`config.mk`:
```
export PLATFORM = sky130hd
export DESIGN_NAME = mem_rw_arbiter
export DESIGN_NICKNAME = d
export VERILOG_FILES = /design/src/rtl/mem_rw_pkg.sv /design/src/rtl/rr_arb2.sv /design/src/rtl/mem_rw_arbiter.sv
export SDC_FILE = /design/constraint.sdc
export NUM_CORES = 1
export LEC_CHECK = 0
export CORE_MARGIN = 2
export CORE_UTILIZATION = 40
export CTS_BUF_LIST = sky130_fd_sc_hd__clkbuf_4 sky130_fd_sc_hd__clkbuf_8
export DETAILED_ROUTE_END_ITERATION = 6
export PLACE_DENSITY = 0.77
export SLEW_MARGIN = 20
export SYNTH_ARGS = -nofsm -noshare
export SYNTH_HDL_FRONTEND = slang
export SYNTH_SLANG_ARGS = --single-unit
```
`constraint.sdc`:
```
create_clock -name PH0 -period 2.4 [get_ports PH0]
set_clock_uncertainty 0.15 [all_clocks]
set_input_delay 0.48 -clock PH0 [delete_from_list [all_inputs] [get_ports PH0]]
set_output_delay 0.48 -clock PH0 [all_outputs]
set_load 0.01 [all_outputs]
```
`src/rtl/mem_rw_pkg.sv`:
```
// Shared encodings and default sizes for the two-port dual-rail memory arbiter.
package mem_rw_pkg;

    localparam int DEF_ADDR_W  = 16;
    localparam int DEF_DATA_W  = 8;
    localparam int DEF_TMO_CYC = 15;

    typedef enum logic [1:0] {
        ST_IDLE    = 2'd0,
        ST_SPACER  = 2'd1,
        ST_DATA    = 2'd2,
        ST_RELEASE = 2'd3
    } state_t;

    // Dual-rail bus value packed as {RW_t, RW_f}
    localparam logic [1:0] DR_NULL  = 2'b00;
    localparam logic [1:0] DR_READ  = 2'b10;
    localparam logic [1:0] DR_WRITE = 2'b01;

    function automatic logic [1:0] dr_encode(input logic we);
        return we ? DR_WRITE : DR_READ;
    endfunction

endpackage

```
`src/rtl/rr_arb2.sv`:
```
// Two-way round-robin arbiter; the pointer favours the port that was not served last.
module rr_arb2 (
    input  logic       clk,
    input  logic       rst_n,
    input  logic [1:0] req,
    input  logic       update,
    input  logic       served,
    output logic       win,
    output logic       any_req
);

    logic pref;

    always_ff @(posedge clk or negedge rst_n) begin
        if (!rst_n) begin
            pref <= 1'b0;
        end else if (update) begin
            pref <= ~served;
        end
    end

    assign any_req = |req;
    assign win     = req[pref] ? pref : ~pref;

endmodule

```
`src/rtl/mem_rw_arbiter.sv`:
```
// Two-port (CPU/DMA) arbiter driving a dual-rail NULL/DATA memory handshake with timeout.
//
// state   | meaning
// IDLE    | bus NULL, arbitrate and latch the winner's request
// SPACER  | bus NULL, wait for memory to report NULL (mem_ack = 0)
// DATA    | bus carries read/write, wait for mem_ack = 1
// RELEASE | bus NULL, wait for mem_ack = 0 before freeing the grant
module mem_rw_arbiter
    import mem_rw_pkg::*;
#(
    parameter int ADDR_W  = DEF_ADDR_W,
    parameter int DATA_W  = DEF_DATA_W,
    parameter int TMO_CYC = DEF_TMO_CYC
) (
    input  logic              PH0,
    input  logic              RES_n,
    input  logic              req0,
    input  logic              req1,
    input  logic              we0,
    input  logic              we1,
    input  logic [ADDR_W-1:0] addr0,
    input  logic [ADDR_W-1:0] addr1,
    input  logic [DATA_W-1:0] wdata0,
    input  logic [DATA_W-1:0] wdata1,
    output logic              gnt0,
    output logic              gnt1,
    output logic              done0,
    output logic              done1,
    output logic              err,
    output logic [DATA_W-1:0] rdata,
    output logic [ADDR_W-1:0] mem_addr,
    output logic [DATA_W-1:0] mem_wdata,
    output logic              RW_t,
    output logic              RW_f,
    input  logic [DATA_W-1:0] mem_rdata,
    input  logic              mem_ack
);

    localparam int               CNT_W    = $clog2(TMO_CYC + 1);
    localparam logic [CNT_W-1:0] TMO_LAST = CNT_W'(TMO_CYC - 1);

    state_t           state;
    logic [CNT_W-1:0] tmo_cnt;
    logic [1:0]       rw_q;
    logic             sel;
    logic             we_q;
    logic             adv;
    logic             tmo_hit;
    logic             rr_update;
    logic             win;
    logic             req_any;

    rr_arb2 u_arb (
        .clk     (PH0),
        .rst_n   (RES_n),
        .req     ({req1, req0}),
        .update  (rr_update),
        .served  (sel),
        .win     (win),
        .any_req (req_any)
    );

    // adv: the handshake condition that lets the current state move on
    always_comb begin
        adv = 1'b0;
        case (state)
            ST_SPACER, ST_RELEASE: adv = !mem_ack;
            ST_DATA:               adv = mem_ack;
            default:               adv = 1'b0;
        endcase
    end

    assign tmo_hit   = (state != ST_IDLE) && !adv && (tmo_cnt == TMO_LAST);
    assign rr_update = tmo_hit || ((state == ST_RELEASE) && adv);
    assign RW_t      = rw_q[1];
    assign RW_f      = rw_q[0];

    always_ff @(posedge PH0 or negedge RES_n) begin
        if (!RES_n) begin
            state     <= ST_IDLE;
            tmo_cnt   <= '0;
            rw_q      <= DR_NULL;
            sel       <= 1'b0;
            we_q      <= 1'b0;
            gnt0      <= 1'b0;
            gnt1      <= 1'b0;
            done0     <= 1'b0;
            done1     <= 1'b0;
            err       <= 1'b0;
            rdata     <= '0;
            mem_addr  <= '0;
            mem_wdata <= '0;
        end else begin
            done0 <= 1'b0;
            done1 <= 1'b0;
            err   <= 1'b0;
            if (tmo_hit) begin
                // Abort: free the bus and report completion with error, rdata untouched
                state   <= ST_IDLE;
                tmo_cnt <= '0;
                rw_q    <= DR_NULL;
                gnt0    <= 1'b0;
                gnt1    <= 1'b0;
                done0   <= !sel;
                done1   <= sel;
                err     <= 1'b1;
            end else begin
                if (state != ST_IDLE) begin
                    tmo_cnt <= adv ? '0 : tmo_cnt + CNT_W'(1);
                end
                case (state)
                    ST_IDLE: begin
                        if (req_any) begin
                            sel       <= win;
                            we_q      <= win ? we1 : we0;
                            mem_addr  <= win ? addr1 : addr0;
                            mem_wdata <= win ? wdata1 : wdata0;
                            gnt0      <= !win;
                            gnt1      <= win;
                            tmo_cnt   <= '0;
                            state     <= ST_SPACER;
                        end
                    end
                    ST_SPACER: begin
                        if (adv) begin
                            rw_q  <= dr_encode(we_q);
                            state <= ST_DATA;
                        end
                    end
                    ST_DATA: begin
                        if (adv) begin
                            if (!we_q) begin
                                rdata <= mem_rdata;
                            end
                            done0 <= !sel;
                            done1 <= sel;
                            rw_q  <= DR_NULL;
                            state <= ST_RELEASE;
                        end
                    end
                    ST_RELEASE: begin
                        if (adv) begin
                            gnt0  <= 1'b0;
                            gnt1  <= 1'b0;
                            state <= ST_IDLE;
                        end
                    end
                    default: state <= ST_IDLE;
                endcase
            end
        end
    end

endmodule

```
==> reports/results.md, run 1 <==
• Register-to-Register Path Depth: 6
• post-detailed-routing wire length: 5330 um
• unrepaired setup endpoints after global routing: false
• family of cells with the greatest summed delay on the critical path: simple AND/OR/NAND/NOR gates
• Max FO, Critical Path: 10
• clock period minus final worst setup slack: 2.19 ns
• Post-Syn Instances: 214
• Die X-Extent: 80.1 um
• topmost layer with routed signal wires: met4
• number of antenna repair diodes: 0
• total of endpoints with negative setup slack in the final report: 0
• Max Transition Viols Final: 0
• Hold Buf Count CTS: 1
• Hold/Removal Path Class: flip-flop to flip-flop
• total via count in the routed design: 1912
• count of distinct cell types in the synthesized netlist: 41
• Root Buffer: clkbuf_8
• reg-to-reg critical path endpoint: state[1]
• cells along the critical path: inv_1 -> ha_1 -> or4b_2 -> o21ai_2 -> a211oi_2 -> a22o_1
• total non-filler cell area in the finished layout: 3580 sq um
• most area-consuming cells after synthesis: dfrtp_1, mux2i_1, o21ai_0
• TritonCTS buffer count: 5
• cell types with the highest counts after synthesis: dfrtp_1, o21ai_0, nand2_1
• total of warnings raised by yosys: 0
• Period Utilization, post-route: 91.3%
• average cell area after synthesis: 10.8 sq um
• normalized max-slew margin: 69.5%
• ratio of cells with drive above 1 in the final layout: 11.0%
• achievable clock frequency: 457 MHz
• clock slew at reported path FFs: 0.09 ns
• average wire length per cell after detail routing: 13.6 um
• initial detailed-routing violation count: 55
• level count of the clock H-tree: 2
• Max stage delay on crit path: 0.66 ns
• number of antenna violations at the first check in global routing: 0
• flops & latches, synth: 48
• worst reg2reg path startpoint: state[0]
• total met2 wirelength after detailed routing: 2520 um
• run status: finished clean
• Initial Util: 41.8%
• nature of the critical path endpoint: flip-flop
• instance area at placement: 3450 sq um
• mean number of vias per cell: 4.89
• routed length on met1: 2170 um
• Worst Hold Path EP: mem_addr[2]
• Post-Layout Cell Count: 391
• number of I/O port buffers: 101
• last weighted congestion value of the routability-driven placer: 0.851
• final core area utilization: 64.6%
• GRT Overall Usage: 17.7%
• pwr dens: 1160 nW/um^2
• pre-CTS setup slack: 0.0574 ns
• I/O Pins: 102
• count of nets left with antenna violations after detail routing: 0
• startpoint of the most critical hold path: mem_addr[2]
• Crit-path slowest cell: or4b_2
• Placed Instances: 382
• startpoint types: flip-flop
• Bufs on Longest Clock Path: 2
• detailed-placement wirelength estimate: 4190 um
• final setup TNS: 0 ns
• sum of overflow across all layers after global routing: 0
• cell area after synthesis: 2320 sq um
• multi-input gate area in the final layout: 1050 sq um
• Met3 Wirelength: 575 um
• placement row count: 27
• FF+latch area: 1200 sq um
• Leakage Power: 1.56 nW
• final setup slack of the worst path: 0.209 ns
• part of the Yosys area used for sequential elements: 51.8%
• Crit path required time: 2.45 ns
• number of inserted filler cells in the final layout: 489
• DRC violation count after routing: 0
• proportion of synthesized flip-flops having asynchronous set or reset: 100%
• most frequently used flop master after synthesis: dfrtp_1
• Num Clock Sinks: 48
• syn_nets: 283
• die footprint: 6420 sq um
• wire length of the first global-routing pass: 8860 um
• max cap viols: 0
• transition at the pin with the smallest max-transition slack: 0.457 ns
• worst hold path cell count: 2
• buffers inserted during post-CTS setup optimization: 0
• floorplan core area: 5540 sq um
• # nets final: 387
• die outline height: 80.1 um
• TritonCTS clock tree: yes
• CP Data Arrival Time: 2.24 ns
• Buffers & Inverters on Critical Path: 1
• number of instances resized during post-cts repair: 0
• DR pass1 iterations: 4
• IR drop worst, VDD: 0.535 mV
• setup slack, reg-to-reg: 0.21 ns
• layout-stage area growth over the synthesis result: 54.3%
• count of endpoints failing hold in the final timing report: 0
• category of the most critical setup path: flip-flop to flip-flop
• clock latency reported for the late side of the worst-skew pair: 0.30 ns
• number of global-route vias before repair: 1948
• most instantiated library cell after synthesis: dfrtp_1
• maximum number of pins on one net before global-route repair: 54
• number of enable flip-flop cells after synthesis: 0
• Yosys top cell by area: dfrtp_1
• area share of the largest cell type after synthesis: 51.8%
## kinds of logic after synthesis
logic type | share of synthesized area, %
buffers and inverters | 3.83
AOI/OAI and AO/OA | 14.4
DFF | 51.8
xor gates and xnor gates | 1.13
adders and majority gates | 3.24
muxes | 15.1
and+or+nand+nor | 10.5
## area by class of cell
type                    count  share of cell area [%]
clock inverters             3                    1.29
inverters                   7                   0.735
flip-flops and latches     48                    33.6
repair buffers            109                    30.6
multi-input cells         147                    29.4
well taps                  72                    2.52
clock buffers               5                    1.92
## power by group
part	switching, mW	internal [mW]
Sequential	0.217	1.18
Combinational	0.991	1.18
Clock	0.274	0.314
## sequential cells by signal, indices dropped and copies added (netlist names)
signal and flops:
rdata 8, err 1, mem_wdata 8, gnt0 1, rw_q 2, mem_addr 16, we_q 1, gnt1 1
sel 1, done0 1, done1 1, state 2, u_arb.pref 1, tmo_cnt 4
## worst reg2reg max path: cells and delay by family (launching register included)
| kind | cells | cell delay (ns) |
|---|---|---|
| flops | 1 | 0.42 |
| fa+ha+maj | 1 | 0.35 |
| simple gates | 1 | 0.66 |
| buf+inv | 1 | 0.10 |
| compound gates | 3 | 0.41 |
## stage by stage
stage               hold WS, ns  power (mW)
floorplan                0.0344        2.57
global placement          0.300        3.54
detailed placement        0.302        3.60
CTS                       0.340        4.21
global route              0.367        4.49
finish                    0.334        4.15
## routing by layer
metal	vias up	track usage (%)
met4	0	6.27
met3	6	6.74
met2	94	29.1
met1	859	21.2
met5	-	0
li1	953	-
## cell usage in the layout, fill, tap and decap left out, drive strengths merged, types with 3 or more instances in the layout
cell type      synthesis  layout
nand2                 27      27
a21oi                  4       4
nand2b                 4       4
mux2i                 26      26
clkdlybuf4s50          0     100
ha                     6       6
mux2                   8       8
o21ai                 31      31
a211oi                 4       4
inv                    7       8
clkbuf                 5       5
dfrtp                 48      48
buf                    7       8
nor2                  10      10
a22o                   3       3
## worst max-delay path by stage
| stage | cells past startpoint | from | endpoint | slack (ns) |
|---|---|---|---|---|
| 2_1_floorplan | 6 | state[0] | state[1] | 0.38 |
| 3_3_place_gp | 5 | mem_ack | state[1] | 0.09 |
| 3_5_place_dp | 5 | mem_ack | rdata[1] | 0.06 |
| 4_1_cts | 6 | state[0] | state[1] | 0.20 |
| 5_1_grt | 6 | state[0] | gnt1 | 0.03 |
| 6_report | 6 | state[0] | state[1] | 0.21 |
(Power assumes the default switching activity.)
==> inputs of run 2 (changes only) <==
--- a/config.mk
+++ b/config.mk
@@ -8,7 +8,9 @@
 export CORE_MARGIN = 2
 export CORE_UTILIZATION = 40
 export CTS_BUF_LIST = sky130_fd_sc_hd__clkbuf_4 sky130_fd_sc_hd__clkbuf_8
+export CTS_CLUSTER_SIZE = 28
 export DETAILED_ROUTE_END_ITERATION = 6
+export MAX_ROUTING_LAYER = met4
 export PLACE_DENSITY = 0.77
 export SLEW_MARGIN = 20
 export SYNTH_ARGS = -nofsm -noshare
==> constraint.sdc (replaced) <==
create_clock -name PH0 -period 2.4 [get_ports PH0]
set_clock_uncertainty 0.15 [all_clocks]
set_input_delay 0.36 -clock PH0 [delete_from_list [all_inputs] [get_ports PH0]]
set_output_delay 0.36 -clock PH0 [all_outputs]
set_load 0.01 [all_outputs]
==> run 2 against run 1 <==
Count of clock-buffer cells in the layout rose by 2. Sequential share of layout area increased by 0.24 points. Worst setup slack got worse by 0.0049 ns. Combinational power barely moved. Hold slack worse by 0.0049 ns. Register-to-register slack barely moved. Die area unchanged. Power shrank 2.1%. Critical path depth stayed put. Flip-flop and latch count is the same. Critical path type unchanged. Largest power group unchanged.
==> reports/results.md, run 2 (same netlist as run 1, synthesis figures left out) <==
• GRT Overall Usage: 18.7%, was 17.7%
• final setup TNS: 0 ns, unchanged
• Die X-Extent: 80.1 um, unchanged
• count of nets left with antenna violations after detail routing: 0, unchanged
• ratio of cells with drive above 1 in the final layout: 10.7%, was 11.0%
• number of I/O port buffers: 101, unchanged
• startpoint types: flip-flop, unchanged
• DRC violation count after routing: 0, unchanged
• clock slew at reported path FFs: 0.08 ns, was 0.09 ns
• Bufs on Longest Clock Path: 2, unchanged
• achievable clock frequency: 455 MHz, was 457 MHz
• TritonCTS clock tree: yes, unchanged
• detailed-placement wirelength estimate: 4170 um, was 4190 um
• Crit path required time: 2.44 ns, was 2.45 ns
• pwr dens: 1140 nW/um^2, was 1160 nW/um^2
• most frequent cells in the layout: clkdlybuf4s50_1, dfrtp_1, nand2_1, o21ai_0, mux2i_1, unchanged
• Max Transition Viols Final: 0, unchanged
• floorplan core area: 5540 sq um, unchanged
• CP Launch Point: state[0], unchanged
• die outline height: 80.1 um, unchanged
• most flop-heavy register: mem_addr, unchanged
• layout-stage area growth over the synthesis result: 53.2%, was 54.3%
• Period Utilization, post-route: 91.5%, was 91.3%
• Hold/Removal Path Class: flip-flop to flip-flop, unchanged
• mean number of vias per cell: 4.97, was 4.89
• reg-to-reg critical path endpoint: state[1], unchanged
• endpoint of the most critical setup path: state[1], unchanged
• clock latency reported for the late side of the worst-skew pair: 0.30 ns, about the same
• category of the most critical setup path: flip-flop to flip-flop, unchanged
• max reg flops: 16, unchanged
• clock period minus final worst setup slack: 2.20 ns, was 2.19 ns
• run status: finished clean, unchanged
• initial detailed-routing violation count: 52, was 55
• pre-CTS setup slack: 0.156 ns, was 0.0574 ns
• max cap viols: 0, unchanged
• normalized max-slew margin: 60.4%, was 69.5%
• leading cell type in the layout, fill and taps excluded: clkdlybuf4s50_1, unchanged
• Max FO, Critical Path: 10, unchanged
• Register-to-Register Path Depth: 6, unchanged
• instance area at placement: 3440 sq um, was 3450 sq um
• Largest regs: mem_addr (16), mem_wdata (8), rdata (8), unchanged
• level count of the clock H-tree: 2, unchanged
• number of antenna repair diodes: 0, unchanged
• Post-Layout Cell Count: 390, was 391
• count of endpoints failing hold in the final timing report: 0, unchanged
• # nets final: 386, was 387
• Placed Instances: 381, was 382
• number of global-route vias before repair: 1955, was 1948
• DR pass1 iterations: 4, unchanged
• final setup slack of the worst path: 0.205 ns, was 0.209 ns
• transition at the pin with the smallest max-transition slack: 0.593 ns, was 0.457 ns
• I/O Pins: 102, unchanged
• Initial Util: 41.8%, unchanged
• maximum number of pins on one net before global-route repair: 54, unchanged
• number of antenna violations at the first check in global routing: 0, unchanged
• sum of overflow across all layers after global routing: 0, unchanged
• average wire length per cell after detail routing: 13.8 um, was 13.6 um
• total via count in the routed design: 1937, was 1912
• Leakage Power: 1.55 nW, was 1.56 nW
• die footprint: 6420 sq um, unchanged
• Root Buffer: clkbuf_8, unchanged
• setup slack, reg-to-reg: 0.20 ns, was 0.21 ns
• placement row count: 27, unchanged
• total of endpoints with negative setup slack in the final report: 0, unchanged
• Num Clock Sinks: 48, unchanged
• last weighted congestion value of the routability-driven placer: 0.812, was 0.851
• worst reg2reg path startpoint: state[0], unchanged
• IR drop worst, VDD: 0.819 mV, was 0.535 mV
• post-detailed-routing wire length: 5360 um, was 5330 um
• nature of the critical path endpoint: flip-flop, unchanged
• unrepaired setup endpoints after global routing: false, unchanged
• TritonCTS buffer count: 5, unchanged
• CP Data Arrival Time: 2.24 ns, about the same
• total non-filler cell area in the finished layout: 3550 sq um, was 3580 sq um
• wire length of the first global-routing pass: 8910 um, was 8860 um
run 2: cell count changes in the layout (fill, tap and decap cells not counted):
| cell | previous run | this run |
|---|---|---|
| clkbuf_4 | 0 | 1 |
| bufinv_16 | 1 | 0 |
| inv_6 | 1 | 0 |
| buf_4 | 5 | 4 |
| clkbuf_8 | 5 | 6 |
run 2: worst max-delay path, stage by stage, from the launching register on:
cell and delay (ns):
dfrtp_1 0.42, inv_1 0.09, ha_1 0.34, or4b_2 0.66
o21ai_2 0.11, a211oi_2 0.08, a22o_1 0.24
run 2: what timing repair did:
item	CTS	global route
resized for setup	0	0
hold buffers	1	0
buffers inserted	0	0
endpoints found under the setup margin	0	0
endpoints found under the hold margin	25	0
run 2: power breakdown:
group	internal, mW	switching (mW)	total, mW	leakage (nW)
clock	0.246	0.261	0.506	0.0479
sequential	1.18	0.217	1.40	0.598
combinational	1.17	0.985	2.16	0.906
total	2.60	1.46	4.06	1.55
run 2: how the worst min path moves through the flow:
stage | end | slack [ns] | from | cells past startpoint
global route | mem_wdata[0] | 0.37 | mem_wdata[0] | 2
finish | mem_addr[2] | 0.33 | mem_addr[2] | 2
detailed placement | gnt0 | 0.25 | RES_n | 1
CTS | mem_wdata[3] | 0.34 | mem_wdata[3] | 2
floorplan | done0 | -0.09 | RES_n | 0
global placement | gnt1 | 0.25 | RES_n | 1
run 2: routing by layer:
metal,up-vias,global-route usage (%),share of wire [%]
met4,0,7.29,2.1
li1,950,-,-
met2,84,29.6,47
met5,-,-,0
met1,891,21.8,42
met3,12,6.63,9.3
run 2: through the flow:
stage	util [%]	power, mW	hold WS [ns]
final	64.1	4.06	0.329
after global routing	64.1	4.41	0.366
after global placement	62.2	3.54	0.253
after CTS	64.1	4.13	0.339
after detailed placement	62.2	3.60	0.254
after floorplan	-	2.57	-0.0856
run 2: cell type report:
type | count | area [sq um]
clock buffers | 7 | 90.1
clock inverters | 1 | 7.51
fillers | 476 | 1990
inverters | 7 | 26.3
multi-input cells | 147 | 1050
flip-flops and latches | 48 | 1200
well taps | 72 | 90.1
repair buffers | 108 | 1090
==> inputs of run 3 (changes only) <==
--- a/config.mk
+++ b/config.mk
@@ -6,12 +6,12 @@
 export NUM_CORES = 1
 export LEC_CHECK = 0
 export CORE_MARGIN = 2
-export CORE_UTILIZATION = 40
+export CORE_UTILIZATION = 43
 export CTS_BUF_LIST = sky130_fd_sc_hd__clkbuf_4 sky130_fd_sc_hd__clkbuf_8
 export CTS_CLUSTER_SIZE = 28
 export DETAILED_ROUTE_END_ITERATION = 6
 export MAX_ROUTING_LAYER = met4
-export PLACE_DENSITY = 0.77
+export PLACE_DENSITY = 0.82
 export SLEW_MARGIN = 20
 export SYNTH_ARGS = -nofsm -noshare
 export SYNTH_HDL_FRONTEND = slang
==> run 3 against run 2 <==
Sequential share of layout area is 0.096 points higher. Critical endpoint is now gnt1. Cell count fell by 0.77%. First-iteration DRC count rose by 88%. Routed wire length is 1.2% lower. Hold slack worse by 0.0049 ns. Die area decreased by 6.6%. Cell area down 0.28%. Flip-flop and latch count is the same. Non-clock buffer count down 1. Register-to-register slack is essentially flat. Sequential power about the same. Power fell by 0.42%.
==> reports/results.md, run 3 (same netlist as run 1, synthesis figures left out) <==
• number of antenna violations at the first check in global routing: 0, unchanged
• Hold Buf Count CTS: 1, unchanged
• multi-input gate area in the final layout: 1050 sq um, unchanged
• CP Data Arrival Time: 2.22 ns, was 2.24 ns
• count of endpoints failing hold in the final timing report: 0, unchanged
• number of global-route vias before repair: 1974, was 1955
• number of instances resized during post-cts repair: 0, unchanged
• level count of the clock H-tree: 2, unchanged
• category of the most critical setup path: flip-flop to flip-flop, unchanged
• max cap viols: 0, unchanged
• TritonCTS clock tree: yes, unchanged
• nature of the critical path endpoint: flip-flop, unchanged
• total via count in the routed design: 1912, was 1937
• Die X-Extent: 77.4 um, was 80.1 um
• Max Transition Viols Final: 0, unchanged
• Leakage Power: 1.55 nW, about the same
• normalized max-slew margin: 62.7%, was 60.4%
• max reg flops: 16, unchanged
• most frequent cells in the layout: clkdlybuf4s50_1, dfrtp_1, nand2_1, o21ai_0, mux2i_1, unchanged
• ratio of cells with drive above 1 in the final layout: 10.4%, was 10.7%
• Max FO, Critical Path: 10, unchanged
• TritonCTS buffer count: 5, unchanged
• Root Buffer: clkbuf_8, unchanged
• clock period minus final worst setup slack: 2.20 ns, about the same
• mean number of vias per cell: 4.94, was 4.97
• count of nets left with antenna violations after detail routing: 0, unchanged
• last weighted congestion value of the routability-driven placer: 0.796, was 0.812
• number of inserted filler cells in the final layout: 428, was 476
• Initial Util: 45.1%, was 41.8%
• I/O Pins: 102, unchanged
• post-detailed-routing wire length: 5300 um, was 5360 um
• GRT Overall Usage: 20.2%, was 18.7%
• layout-stage area growth over the synthesis result: 52.8%, was 53.2%
• final setup TNS: 0 ns, unchanged
• placement row count: 26, was 27
• Bufs on Longest Clock Path: 2, unchanged
• total of endpoints with negative setup slack in the final report: 0, unchanged
• die outline height: 77.4 um, was 80.1 um
• IR drop worst, VDD: 0.522 mV, was 0.819 mV
• maximum number of pins on one net before global-route repair: 47, was 54
• clock slew at reported path FFs: 0.08 ns, about the same
• number of I/O port buffers: 101, unchanged
• detailed-placement wirelength estimate: 4090 um, was 4170 um
• Period Utilization, post-route: 91.6%, was 91.5%
• DRC violation count after routing: 0, unchanged
• die footprint: 6000 sq um, was 6420 sq um
• Post-Layout Cell Count: 387, was 390
• FF+latch area: 1200 sq um, unchanged
• wire length of the first global-routing pass: 9270 um, was 8910 um
• DR pass1 iterations: 4, unchanged
• Largest regs: mem_addr (16), mem_wdata (8), rdata (8), unchanged
• startpoint types: flip-flop, unchanged
• initial detailed-routing violation count: 98, was 52
• number of antenna repair diodes: 0, unchanged
• achievable clock frequency: 455 MHz, about the same
• unrepaired setup endpoints after global routing: false, unchanged
• pwr dens: 1140 nW/um^2, about the same
• most flop-heavy register: mem_addr, unchanged
• leading cell type in the layout, fill and taps excluded: clkdlybuf4s50_1, unchanged
• Placed Instances: 378, was 381
• Crit path required time: 2.42 ns, was 2.44 ns
• buffers inserted during post-CTS setup optimization: 0, unchanged
• clock latency reported for the late side of the worst-skew pair: 0.30 ns, about the same
• transition at the pin with the smallest max-transition slack: 0.559 ns, was 0.593 ns
• sum of overflow across all layers after global routing: 0, unchanged
• Hold/Removal Path Class: flip-flop to flip-flop, unchanged
• floorplan core area: 5140 sq um, was 5540 sq um
• Num Clock Sinks: 48, unchanged
• # nets final: 385, was 386
• average wire length per cell after detail routing: 13.7 um, was 13.8 um
• run status: finished clean, unchanged
==> run 3: area by class of cell <==
| type | count | share of cell area [%] |
|---|---|---|
| sequential | 48 | 33.9 |
| timing repair buffer | 107 | 30.4 |
| multi-input combinational | 147 | 29.7 |
| clock buffer | 7 | 2.54 |
| tap | 70 | 2.47 |
| inverter | 7 | 0.742 |
| clock inverter | 1 | 0.212 |
==> run 3: per-stage QoR <==
step | instance area (sq um) | worst slack (ns) | power (mW) | hold WS [ns] | utilization (%)
2_1_floorplan | 2320 | 0.377 | 2.57 | -0.0856 | -
3_3_place_gp | 3430 | 0.212 | 3.52 | 0.241 | 66.8
3_5_place_dp | 3430 | 0.155 | 3.58 | 0.243 | 66.8
4_1_cts | 3540 | 0.224 | 4.10 | 0.328 | 68.9
5_1_grt | 3540 | 0.0604 | 4.38 | 0.363 | 68.9
6_report | 3540 | 0.201 | 4.04 | 0.324 | 68.9
==> run 3: routing by layer <==
layer / routed length [um] / share of wire, % / global-route usage (%) / up-vias
met3: 541 / 10 / 8.60 / 7
met4: 63 / 1.2 / 6.43 / 0
li1: - / - / - / 947
met1: 2180 / 41 / 24.4 / 875
met2: 2520 / 47 / 30.9 / 83
met5: 0 / 0 / - / -
==> run 3: critical path, stage by stage, from the launching register on <==
cell and delay [ns]:
dfrtp_1 0.42, inv_1 0.10, ha_1 0.34, nand2b_1 0.38, o22ai_1 0.15, a221oi_1 0.37
o32ai_1 0.15
==> run 3: report_power, final <==
| part | switching (mW) | internal, mW |
|---|---|---|
| Combinational | 0.984 | 1.17 |
| Clock | 0.261 | 0.246 |
| Sequential | 0.209 | 1.18 |
| Total | 1.45 | 2.59 |
==> run 3: path summary, 6_finish.rpt <==
kind	slack, ns	depth (start not counted)	start	endpoint
worst min register to register	0.32	1	sel	done0
worst min-delay path	0.32	1	sel	done0
min in group asynchronous	0.44	2	RES_n	gnt1
worst max register to register	0.20	6	state[0]	gnt1
max in group asynchronous	1.08	3	RES_n	mem_wdata[2]
worst max-delay path	0.20	6	state[0]	gnt1
==> patch, RTL diff (config.mk and constraints of run 1) <==
The 4 states of `state_t` get a Gray code encoding in 2 bits.
--- a/src/rtl/mem_rw_pkg.sv
+++ b/src/rtl/mem_rw_pkg.sv
@@ -8,6 +8,6 @@
     typedef enum logic [1:0] {
-        ST_IDLE    = 2'd0,
-        ST_SPACER  = 2'd1,
-        ST_DATA    = 2'd2,
-        ST_RELEASE = 2'd3
+        ST_IDLE    = 2'b00,
+        ST_SPACER  = 2'b01,
+        ST_DATA    = 2'b11,
+        ST_RELEASE = 2'b10
     } state_t;
Formal check against the unedited RTL: no difference found for any inputs over 10 cycles, from zero or initial values; not proved beyond that.
==> patch against run 1 <==
The flow now finishes with violations (hold timing). Largest cell class unchanged. Synthesized cell count down 2.8%. Non-clock buffer count down 1. Area after synthesis down 0.65%. Total power down 5.8%. Design area down 0.94%. Sequential cell count unchanged. Critical endpoint unchanged. Critical path depth unchanged. Routed wire length down 1.1%. First-iteration DRC count up 64%. Highest routed layer unchanged. Clock power down 14%. Critical path type unchanged. Worst setup slack better by 0.18 ns. Combinational power down 7%.
==> patch: results (changes against run 1) <==
[place]
io_buffers=101  ; unchanged
gp_congestion=0.8598  ; was 0.8508
dp_hpwl_um=4128  ; was 4194 um

[yosys]
ys_top_cells_by_area=dfrtp_1 (52%), mux2i_1 (13%), o21ai_0 (6.5%), nand2_1 (5.1%), mux2_2 (3.9%)  ; was dfrtp_1 (52%), mux2i_1 (11%), o21ai_0 (6.0%), nand2_1 (4.4%), mux2_2 (3.9%)
seq_area_frac_synth=0.5215  ; was 0.5181
synth_cell_type_count=35  ; was 41
syn-num-nets=278  ; was 283
ys_warn_count=0  ; unchanged
ys_top_cells_by_count=dfrtp_1 (48), nand2_1 (31), mux2i_1 (30), o21ai_0 (30), mux2_2 (8)  ; was dfrtp_1 (48), o21ai_0 (28), nand2_1 (27), mux2i_1 (26), nor2_1 (9)
async_reset_ff_frac=1.000  ; unchanged

[route]
drtIter0Drc=90  ; was 55
vias=1887  ; was 1912
firstDrtPassIters=4  ; unchanged
wl_per_cell_um=13.62  ; was 13.64 um

[grt]
grt_pass1_wl_um=8342  ; was 8859 um
grt_pass1_vias=1770  ; was 1948
grt_start_max_net_pins=35  ; was 54
antenna_found_initial=0  ; unchanged
grt_usage=0.1681  ; was 0.1771

[pwr]
vdd_ir_drop_max_mv=0.4838  ; was 0.5348 mV
leakage_nw=1.569  ; was 1.564 nW
p_sw_frac=0.3556  ; was 0.3570

[setup_path]
max_stage_delay_ns=0.41  ; was 0.66 ns
critPathMaxFanout=11  ; was 10
crit_slowest_cell=dfrtp_1  ; was or4b_2

[final_layout]
finalNetCount=384  ; was 387
reg_top3=mem_addr x16, mem_wdata x8, rdata x8  ; unchanged
n_fill_cell=458  ; was 489
drive_gt1_frac=0.09524  ; was 0.1097
antenna_cells=0  ; unchanged

[clock_tree]
clk_pin_slew_ns=0.09  ; about the same
cts_buffers=5  ; unchanged
root_buffer=clkbuf_8  ; unchanged
htreeDepth=2  ; unchanged
ctsResizeCount=0  ; unchanged
clk_latency_ns=0.29
cts_setup_buffers=0  ; unchanged
cts_buffer_depth=2  ; unchanged

[run_status]
status=finished, violations left  ; was complete, no violations
violations=hold timing

[worst_hold_path]
hp-class=primary input to async pin  ; was flop to flop

[sta]
worst_slew_pin_slew_ns=0.5054  ; was 0.4573 ns
timing.hold.ws_ns=-0.001179  ; was 0.3339 ns
hold_viol_final=4  ; was 0

patch: cell count changes after synthesis, sizes merged, moves of 4 or more:
cell,change
nand2,+4
nor2,-6
a211oi,-4
mux2i,+4
patch: through the flow:
step | worst slack, ns | cells | area [um2]
2_1_floorplan | 0.5440 | 208 | 2303
3_3_place_gp | 0.1816 | 379 | 3446
3_5_place_dp | 0.1186 | 379 | 3446
4_1_cts | 0.3746 | 387 | 3543
5_1_grt | 0.2303 | 387 | 3543
6_report | 0.3868 | 387 | 3543
patch: metal layers:
metal,track usage,share of wire,vias up
met5,0,0,-
met4,0.06271,0.013,0
met3,0.04412,0.070,6
met2,0.2750,0.49,71
met1,0.2130,0.43,867
li1,-,-,943
patch: final timing paths:
| check | endpoint | slack [ns] | depth (start not counted) | startpoint |
|---|---|---|---|---|
| worst max-delay path | state[1]$_DFFE_PN0P_ | 0.39 | 6 | state[1]$_DFFE_PN0P_ |
| worst min-delay path | mem_wdata[1]$_DFFE_PN0P_ | -0.001 | 1 | RES_n |
| worst max register to register | state[1]$_DFFE_PN0P_ | 0.39 | 6 | state[1]$_DFFE_PN0P_ |
| worst min register to register | mem_addr[14]$_DFFE_PN0P_ | 0.33 | 2 | mem_addr[14]$_DFFE_PN0P_ |
| max in group asynchronous | tmo_cnt[1]$_DFF_PN0_ | 1.59 | 2 | RES_n |
| min in group PH0 | mem_addr[14]$_DFFE_PN0P_ | 0.33 | 2 | mem_addr[14]$_DFFE_PN0P_ |
patch: cells by family after synthesis:
group,share of synthesized area
buf+inv,0.03477
simple gates,0.09995
fa+ha+maj,0.03802
xor+xnor,0.003803
compound gates,0.1260
mux,0.1760
flops,0.5215
patch: cell type report:
class                           instances  area share
Clock buffer                            7     0.02542
Inverter                                7    0.007415
Timing Repair Buffer                  108      0.3058
Clock inverter                          1    0.002119
Tap cell                               72     0.02542
Multi-Input combinational cell        144      0.2948
Sequential cell                        48      0.3390
patch: worst max-delay path: cells and delay by family, from the launching register on:
family | cells | cell delay, ns
flip-flops | 1 | 0.41
AO/OA/AOI/OAI | 2 | 0.34
adder cells (fa/ha/maj) | 1 | 0.41
AND/OR/NAND/NOR | 2 | 0.48
buffers and inverters | 1 | 0.13
patch: power groups by stage:
stage,clock network [mW],logic (mW),registers (mW)
finish,0.503,2.02,1.38
global route,0.570,2.21,1.43
CTS,0.525,2.05,1.38
detailed placement,0,2.05,1.40
global placement,0,2.00,1.38
floorplan,0,0.937,1.52
